===== config.mk =====
export PLATFORM = sky130hd
export DESIGN_NAME = ascon_finalization
export DESIGN_NICKNAME = d
export VERILOG_FILES = /design/src/rtl/ascon_finalization.sv
export SDC_FILE = /design/constraint.sdc
export NUM_CORES = 1
export LEC_CHECK = 0
export ABC_AREA = 1
export CAP_MARGIN = 40
export CORE_AREA = 2 2 530 532
export DETAILED_ROUTE_END_ITERATION = 16
export DIE_AREA = 0 0 532 534
export PLACE_DENSITY = 0.34
export SLEW_MARGIN = 20
export SYNTH_ARGS = -nofsm -noshare
export SYNTH_HDL_FRONTEND = slang
export SYNTH_SLANG_ARGS = --single-unit

===== constraint.sdc =====
create_clock -name clk -period 21.7 [get_ports clk]
set_input_delay 4.34 -clock clk [delete_from_list [all_inputs] [get_ports clk]]
set_output_delay 4.34 -clock clk [all_outputs]
set_load 0.05 [all_outputs]

===== src/rtl/ascon_finalization.sv =====
// ascon_finalization: AEAD128 finalization. Mixes the key into x2/x3, runs one
// p12 on the shared external core, and forms the 128-bit tag from x3/x4 ^ key.
// Ports: clk, rst (async, active-high); start, key, x0_in..x4_in, tag_exp in;
//   busy, done, err, tag, tag_ok out; perm_start, perm_x0_i..perm_x4_i to the
//   p12 core; perm_done, perm_x0_o..perm_x4_o back from it.
// Param PERM_TIMEOUT: max WAIT cycles before abort with err (0 = no timeout).
// Macro ASCON_FINAL_VERIFY_EN: register tag_exp and drive tag_ok = (tag == tag_exp).
module ascon_finalization #(
  parameter int PERM_TIMEOUT = 0
) (
  input  logic         clk,
  input  logic         rst,
  input  logic         start,
  input  logic [127:0] key,
  input  logic [63:0]  x0_in,
  input  logic [63:0]  x1_in,
  input  logic [63:0]  x2_in,
  input  logic [63:0]  x3_in,
  input  logic [63:0]  x4_in,
  input  logic [127:0] tag_exp,
  output logic         busy,
  output logic         done,
  output logic         err,
  output logic [127:0] tag,
  output logic         tag_ok,
  output logic         perm_start,
  output logic [63:0]  perm_x0_i,
  output logic [63:0]  perm_x1_i,
  output logic [63:0]  perm_x2_i,
  output logic [63:0]  perm_x3_i,
  output logic [63:0]  perm_x4_i,
  input  logic         perm_done,
  input  logic [63:0]  perm_x0_o,
  input  logic [63:0]  perm_x1_o,
  input  logic [63:0]  perm_x2_o,
  input  logic [63:0]  perm_x3_o,
  input  logic [63:0]  perm_x4_o
);

  typedef enum logic [1:0] {IDLE, REQ, WAIT, DONE} state_e;

  localparam int CW = (PERM_TIMEOUT > 1) ? $clog2(PERM_TIMEOUT) : 1;

  state_e            st_q, st_d;
  logic [4:0][63:0]  s_q, s_d;
  logic [127:0]      key_q, key_d;
  logic [127:0]      tag_q, tag_d;
  logic              ok_q, ok_d;
  logic              err_q, err_d;
  logic [CW-1:0]     cnt_q, cnt_d;
  logic [127:0]      tag_new;
  logic              ok_new;

  // Only x3/x4 of the p12 result contribute to the tag.
  logic unused_perm;
  assign unused_perm = ^{perm_x0_o, perm_x1_o, perm_x2_o};

  assign tag_new = {perm_x3_o ^ key_q[127:64], perm_x4_o ^ key_q[63:0]};

`ifdef ASCON_FINAL_VERIFY_EN
  logic [127:0] texp_q, texp_d;

  always_ff @(posedge clk or posedge rst) begin
    if (rst) texp_q <= '0;
    else     texp_q <= texp_d;
  end

  always_comb begin
    texp_d = texp_q;
    if (st_q == IDLE && start) texp_d = tag_exp;
  end

  assign ok_new = (tag_new == texp_q);
`else
  logic unused_texp;
  assign unused_texp = ^tag_exp;
  assign ok_new      = 1'b0;
`endif

  always_ff @(posedge clk or posedge rst) begin
    if (rst) begin
      st_q  <= IDLE;
      s_q   <= '0;
      key_q <= '0;
      tag_q <= '0;
      ok_q  <= 1'b0;
      err_q <= 1'b0;
      cnt_q <= '0;
    end else begin
      st_q  <= st_d;
      s_q   <= s_d;
      key_q <= key_d;
      tag_q <= tag_d;
      ok_q  <= ok_d;
      err_q <= err_d;
      cnt_q <= cnt_d;
    end
  end

  always_comb begin
    st_d  = st_q;
    s_d   = s_q;
    key_d = key_q;
    tag_d = tag_q;
    ok_d  = ok_q;
    err_d = 1'b0;
    cnt_d = cnt_q;
    unique case (st_q)
      IDLE: begin
        if (start) begin
          s_d   = {x4_in, x3_in ^ key[63:0],
                   x2_in ^ key[127:64], x1_in, x0_in};
          key_d = key;
          st_d  = REQ;
        end
      end
      REQ: begin
        cnt_d = '0;
        st_d  = WAIT;
      end
      WAIT: begin
        if (perm_done) begin
          tag_d = tag_new;
          ok_d  = ok_new;
          st_d  = DONE;
        end else if (PERM_TIMEOUT != 0) begin
          // cnt_q counts WAIT cycles already spent without perm_done.
          if (cnt_q == CW'(PERM_TIMEOUT - 1)) begin
            err_d = 1'b1;
            st_d  = IDLE;
          end else begin
            cnt_d = cnt_q + CW'(1);
          end
        end
      end
      DONE: st_d = IDLE;
      default: st_d = IDLE;
    endcase
  end

  assign busy       = (st_q != IDLE);
  assign done       = (st_q == DONE);
  assign perm_start = (st_q == REQ);
  assign err        = err_q;
  assign tag        = tag_q;
  assign tag_ok     = ok_q;
  assign perm_x0_i  = s_q[0];
  assign perm_x1_i  = s_q[1];
  assign perm_x2_i  = s_q[2];
  assign perm_x3_i  = s_q[3];
  assign perm_x4_i  = s_q[4];

endmodule

==> metrics, run 1 <==
Data arrival, critical path 7.66 ns; Most used DFF post-synth dfrtp_1; number of global-route vias before repair 24,675; share of layout cells above drive strength 1 4.04%; max_cap viols 0; Yosys cell types 14; crit-path cells clkdlybuf4s50_1, nand2_8, inv_8, buf_4, buf_4, nand2_1, nand2_1; critical path type in -> reg; Root Buffer clkbuf_16; Syn. warnings 0; overall die area 0.284 mm²; initial antenna violation count 97; flops & latches, synth 578; all-layer global routing usage between 10% and 20%; postcts setup bufs 0; cts hold-fix bufs 0; fill count ~32,000; Pins Over Slew Limit 0; num rows 194; largest family of logic cells by synthesized area simple AND/OR/NAND/NOR gates; relative slew slack roughly two fifths; H-tree depth 3; PD cells 162 mW/mm²; outcome complete, no violations; initial drt markers 1,130; Post-Synth Simple-Gate Area between 30% and 40%; Cell Area, Synth between 0.02 and 0.03 mm²; area of the multi-input gates 0.00854 mm²; cts repair resizes 0; CTS tree yes; synth top area cells dfrtp_1, nand2_1, inv_1; Post-Route WL 160,000 µm; FF/Latch Area 0.0145 mm²; pre-CTS setup slack 13.56 ns; Synth Instances 3,356; final hold slack 0.476 ns; count leader, synth nand2_1; area leader, netlist dfrtp_1; Clock Tree Buf Depth 3; WP data required between 20 and 25 ns; Hold Violations, Final 0; CTS sink count 578; Yosys top cell area share 56.5%; Setup TNS 0 ns; Die H 534 µm; crit start category input port; Worst Max-Slew Pin Slew 0.903 ns; GP Congestion 0.855; fin crit share 32.4%; Setup Skew 0.0289 ns; XOR/XNOR share of the synthesized area 0%; largest fanout on the critical path between 60 and 70; die width 532 µm; CP peak stage delay a little under 0.7 ns; Port Buffers ~1,000; Mean Syn Cell Area 7.63 µm²; Synth-to-Final Area Change 70.7%; Hold Crit Class reg -> reg; Fmax achieved between 100 and 150 MHz; slowest cell on the critical path buf_4; Placed Area 0.0408 mm²; minimum clock period 7.04 ns; Post-synth EDFFs 0; crit end category flop; DR DRC count 0; mux contribution to synthesized area 0%; Core Area between 0.2 and 0.3 mm²; Congestion Overflow GR 0; Routed Antenna Nets 0; Setup violations, final 0; post-layout net count 5,303; Leakage 0.0210 µW; VDD IR-drop max roughly 0.075 mV; Vias per Instance 3.03; TritonCTS Buffers 83; initial core utilization 9.20%; asr flop ratio synth 100%; RSZ-0062 raised after global routing false; largest net degree at the start of global routing 150; io pins 1,353; DPL Wire Length roughly 130,000 µm; first-pass GRT wire length 216,000 µm; fin worst setup slack 14.66 ns; Worst-path clk slew 0.05 ns; commonest cells in the netlist nand2_1, dfrtp_1, inv_1; Synth Area in Compound Gates 2.50%; Post-Synth Adder-Cell Area less than 1%; Initial DRT Pass Iterations 5; sequential-to-total area share from yosys stat ~56%; WL/cell 19.6 µm; Vias about 25,000; design area 0.0437 mm²; Clock Latency Late Sink approximately 0.70 ns
[worst paths after layout]
path / start / end / slack [ns] / cells after the start
hold reg to reg: perm_x1_i[22] / perm_x1_i[22] / 0.48 / 2
min in group asynchronous: rst / tag[114] / 4.11 / 2
hold / removal: perm_x1_i[22] / perm_x1_i[22] / 0.48 / 2
max in group asynchronous: rst / key_q[54] / 14.70 / 8
setup reg to reg: st_q[1] / perm_x0_i[14] / 18.04 / 8
setup / recovery: start / perm_x0_i[14] / 14.66 / 7
[worst max-delay path: cells and delay by family]
| family | cells | cell delay (ns) |
|---|---|---|
| buffers and inverters | 4 | 2.41 |
| and+or+nand+nor | 3 | 0.77 |
[kinds of logic after synthesis]
logic type	after synthesis
flops	578
buf+inv	649
other cells	1
fa+ha+maj	4
simple gates	1996
compound gates	128
[cell usage in the layout (no fill, tap or decap), drive strengths merged]
master and instances:
nand2 1738, clkdlybuf4s50 1030, dfrtp 578, inv 524
nand3 258, o21ai 128, clkbuf 116, buf 55
diode 25, clkinv 11, bufinv 5, ha 4
clkinvlp 3, conb 2
[layer usage]
layer  up-vias  GRT usage, %  share of wire (%)
li1      12084             -                  -
met1     11416          11.0                 35
met2      1034          19.6                 50
met3       240          5.59                 12
met4        48          3.81                3.1
met5         -             0               0.20
[state kept, by name (all words and copies together) (netlist names)]
| signal | cells |
|---|---|
| key_q | 128 |
| tag | 128 |
| perm_x0_i | 64 |
| perm_x1_i | 64 |
| perm_x2_i | 64 |
| perm_x3_i | 64 |
| perm_x4_i | 64 |
| st_q | 2 |
[power breakdown]
| part | leakage, µW | internal [µW] | switching, µW | total [µW] |
|---|---|---|---|---|
| Clock | 0.00132 | 819 | 595 | 1410 |
| Combinational | 0.0125 | 1170 | 2560 | 3730 |
| Sequential | 0.00718 | 1590 | 349 | 1940 |
| Total | 0.0210 | 3580 | 3500 | 7080 |
[layout make-up]
type,instances,area share (%)
sequential,578,33.1
timing repair buffer,1085,25.8
multi-input combinational,2130,19.5
tap,3724,10.7
clock buffer,116,5.38
inverter,521,4.52
clock inverter,22,0.887
antenna,25,0.143
[stage by stage]
step                utilization [%]  instances  power [µW]
floorplan                         -       3357        4060
global placement               14.4       8006        5640
detailed placement             14.7       8035        5770
CTS                            15.7       8173        7260
global route                   15.7       8193        7530
finish                         15.7       8201        7080
(Power assumes the default switching activity.)
==> inputs of run 2 (changes only) <==
clock period = 5.9 ns   (was 21.7 ns; I/O delays follow)
==> metrics, run 2 (same netlist as run 1, synthesis figures left out) <==
outcome complete, no violations; Vias per Instance 2.99 (-1.1%); initial drt markers 1,038 (-8.1%); CTS tree yes; die width 532 µm (unchanged); Setup Skew 0.0304 ns (+0.00149 ns); RSZ-0062 raised after global routing false; worst setup path end busy; most common cell after layout, fill and taps aside nand2_1; Data arrival, critical path 2.44 ns (-5.22 ns); GR Util met2 18.8% (-0.84 points); first-pass GRT wire length 211,000 µm (-2.3%); crit start category flop; Port Buffers 1,030 (unchanged); Routed Antenna Nets 0 (unchanged); largest fanout on the critical path 4 (-94%); critical path startpoint st_q[0]; routing usage on met3 5.38% (-0.21 points); Hold Violations, Final 0 (unchanged); io pins 1,353 (unchanged); Hold Crit Class reg -> reg; DR DRC count 0 (unchanged); relative slew slack 15.8% (-24 points); fin crit share slightly above 60%; NetSw 12,600 µW (+260%); most frequent cells in the layout nand2_1, clkdlybuf4s50_1, dfrtp_1; met1 Use GR 10.9% (-0.12 points); Congestion Overflow GR 0 (unchanged); cts hold-fix bufs 0 (unchanged); post-layout net count 5,303 (unchanged); Root Buffer clkbuf_16; Worst-path clk slew 0.06 ns (about the same); Fmax achieved 276 MHz; crit end category output port; gr busiest metal met2; largest net degree at the start of global routing 181 (+21%); share of layout cells above drive strength 1 3.98% (-0.065 points); r2r startpoint st_q[0]; Synth-to-Final Area Change 69.1%; initial antenna violation count 95 (-2.1%); PD cells 587 mW/mm² (+260%); max_cap viols 0 (unchanged); fin worst setup slack 2.28 ns (-12.38 ns); pre-CTS setup slack 1.94 ns (-11.62 ns); minimum clock period 3.62 ns; Gate power share 52.3% (-0.3 points); Final Util 15.6% (-0.15 points); Clock Latency Late Sink 0.70 ns (about the same); worst r2r path cells 7 (-1); initial core utilization 9.20% (unchanged); H-tree depth 3 (unchanged); overall die area 0.284 mm² (unchanged); critical path type reg -> out; internal power 12,800 µW (+260%); Clk pwr share 19.5% (-0.5 points); WP data required 4.72 ns (-17.60 ns); number of global-route vias before repair 24,820 (+0.59%); Setup violations, final 0 (unchanged); Die H 534 µm (unchanged); postcts setup bufs 0 (unchanged); all-layer global routing usage 10.7% (-0.37 points); Vias 24,512 (-1.2%); GP Congestion 0.877 (+2.5%); Leakage 0.0208 µW (-0.76%); CTS sink count 578 (unchanged); DPL Wire Length 125,000 µm (-2.5%); Initial DRT Pass Iterations 5 (unchanged); worst reg2reg setup slack 2.84 ns (-15.20 ns); VDD IR-drop max 0.293 mV (+290%); sw frac 49.5% (+0.060 points); Core Area 0.278 mm² (unchanged); WL/cell 19.0 µm (-3.1%); num rows 194 (unchanged); Worst Max-Slew Pin Slew 1.26 ns (+0.360 ns); TritonCTS Buffers 81 (-2.4%); Sequential Power Share 28.2% (+0.8 points); Clock Tree Buf Depth 3 (unchanged); Post-Route WL 155,000 µm (-3.2%); cts repair resizes 0 (unchanged); Pins Over Slew Limit 0 (unchanged); RR Endpoint perm_x1_i[3]
## run 2: cell count changes in the layout (fill, tap and decap cells not counted), sizes merged
cell,change
bufinv,-2
clkinv,-5
buf,+2
clkinvlp,+2
diode,-7
## run 2: layout make-up
class / instances / area [µm²]
inverters: 521 / 1970
flip-flops and latches: 578 / 14500
clock inverters: 17 / 269
multi-input cells: 2130 / 8540
clock buffers: 116 / 2330
well taps: 3724 / 4660
fillers: 31590 / 235000
repair buffers: 1087 / 11000
diodes: 18 / 45.0
## run 2: through the flow
step / cells / hold WS [ns] / TNS, ns / total power (µW) / area, µm²
final: 8191 / 0.474 / 0 / 25400 / 43300
after floorplan: 3357 / 0.474 / -1823.88 / 14900 / 25600
after CTS: 8169 / 0.479 / 0 / 26000 / 43200
after detailed placement: 8036 / 0.464 / 0 / 20700 / 40600
after global placement: 8026 / 0.462 / 0 / 20600 / 40400
after global routing: 8181 / 0.492 / 0 / 27100 / 43300
## run 2: power groups by stage
stage	combinational (µW)	sequential (µW)	clock, µW
after floorplan	2950	12000	0
after global placement	13400	7210	0
after detailed placement	13500	7250	0
after CTS	13500	7250	5210
after global routing	14200	7470	5360
final	13300	7170	4970
## run 2: worst min-delay path by stage
stage / start / endpoint / slack (ns) / cells past startpoint
3_5_place_dp: tag[37] / tag[37] / 0.46 / 2
2_1_floorplan: key_q[0] / key_q[0] / 0.47 / 2
6_report: perm_x1_i[26] / perm_x1_i[26] / 0.47 / 2
3_3_place_gp: perm_x1_i[32] / perm_x1_i[32] / 0.46 / 2
5_1_grt: perm_x3_i[56] / perm_x3_i[56] / 0.49 / 2
4_1_cts: perm_x3_i[56] / perm_x3_i[56] / 0.48 / 2
## run 2: worst max-delay path, cell delays in order, from the launching register on
cell,delay (ns)
dfrtp_1,0.40
inv_1,0.09
ha_1,0.29
inv_1,0.10
clkdlybuf4s50_1,0.87
## run 2: per-layer routing
metal	wire length (µm)	vias up	part of all wire (%)
li1	-	12060	-
met1	56100	11190	36
met2	76800	979	49
met3	17000	241	11
met4	5090	42	3.3
met5	274	-	0.18
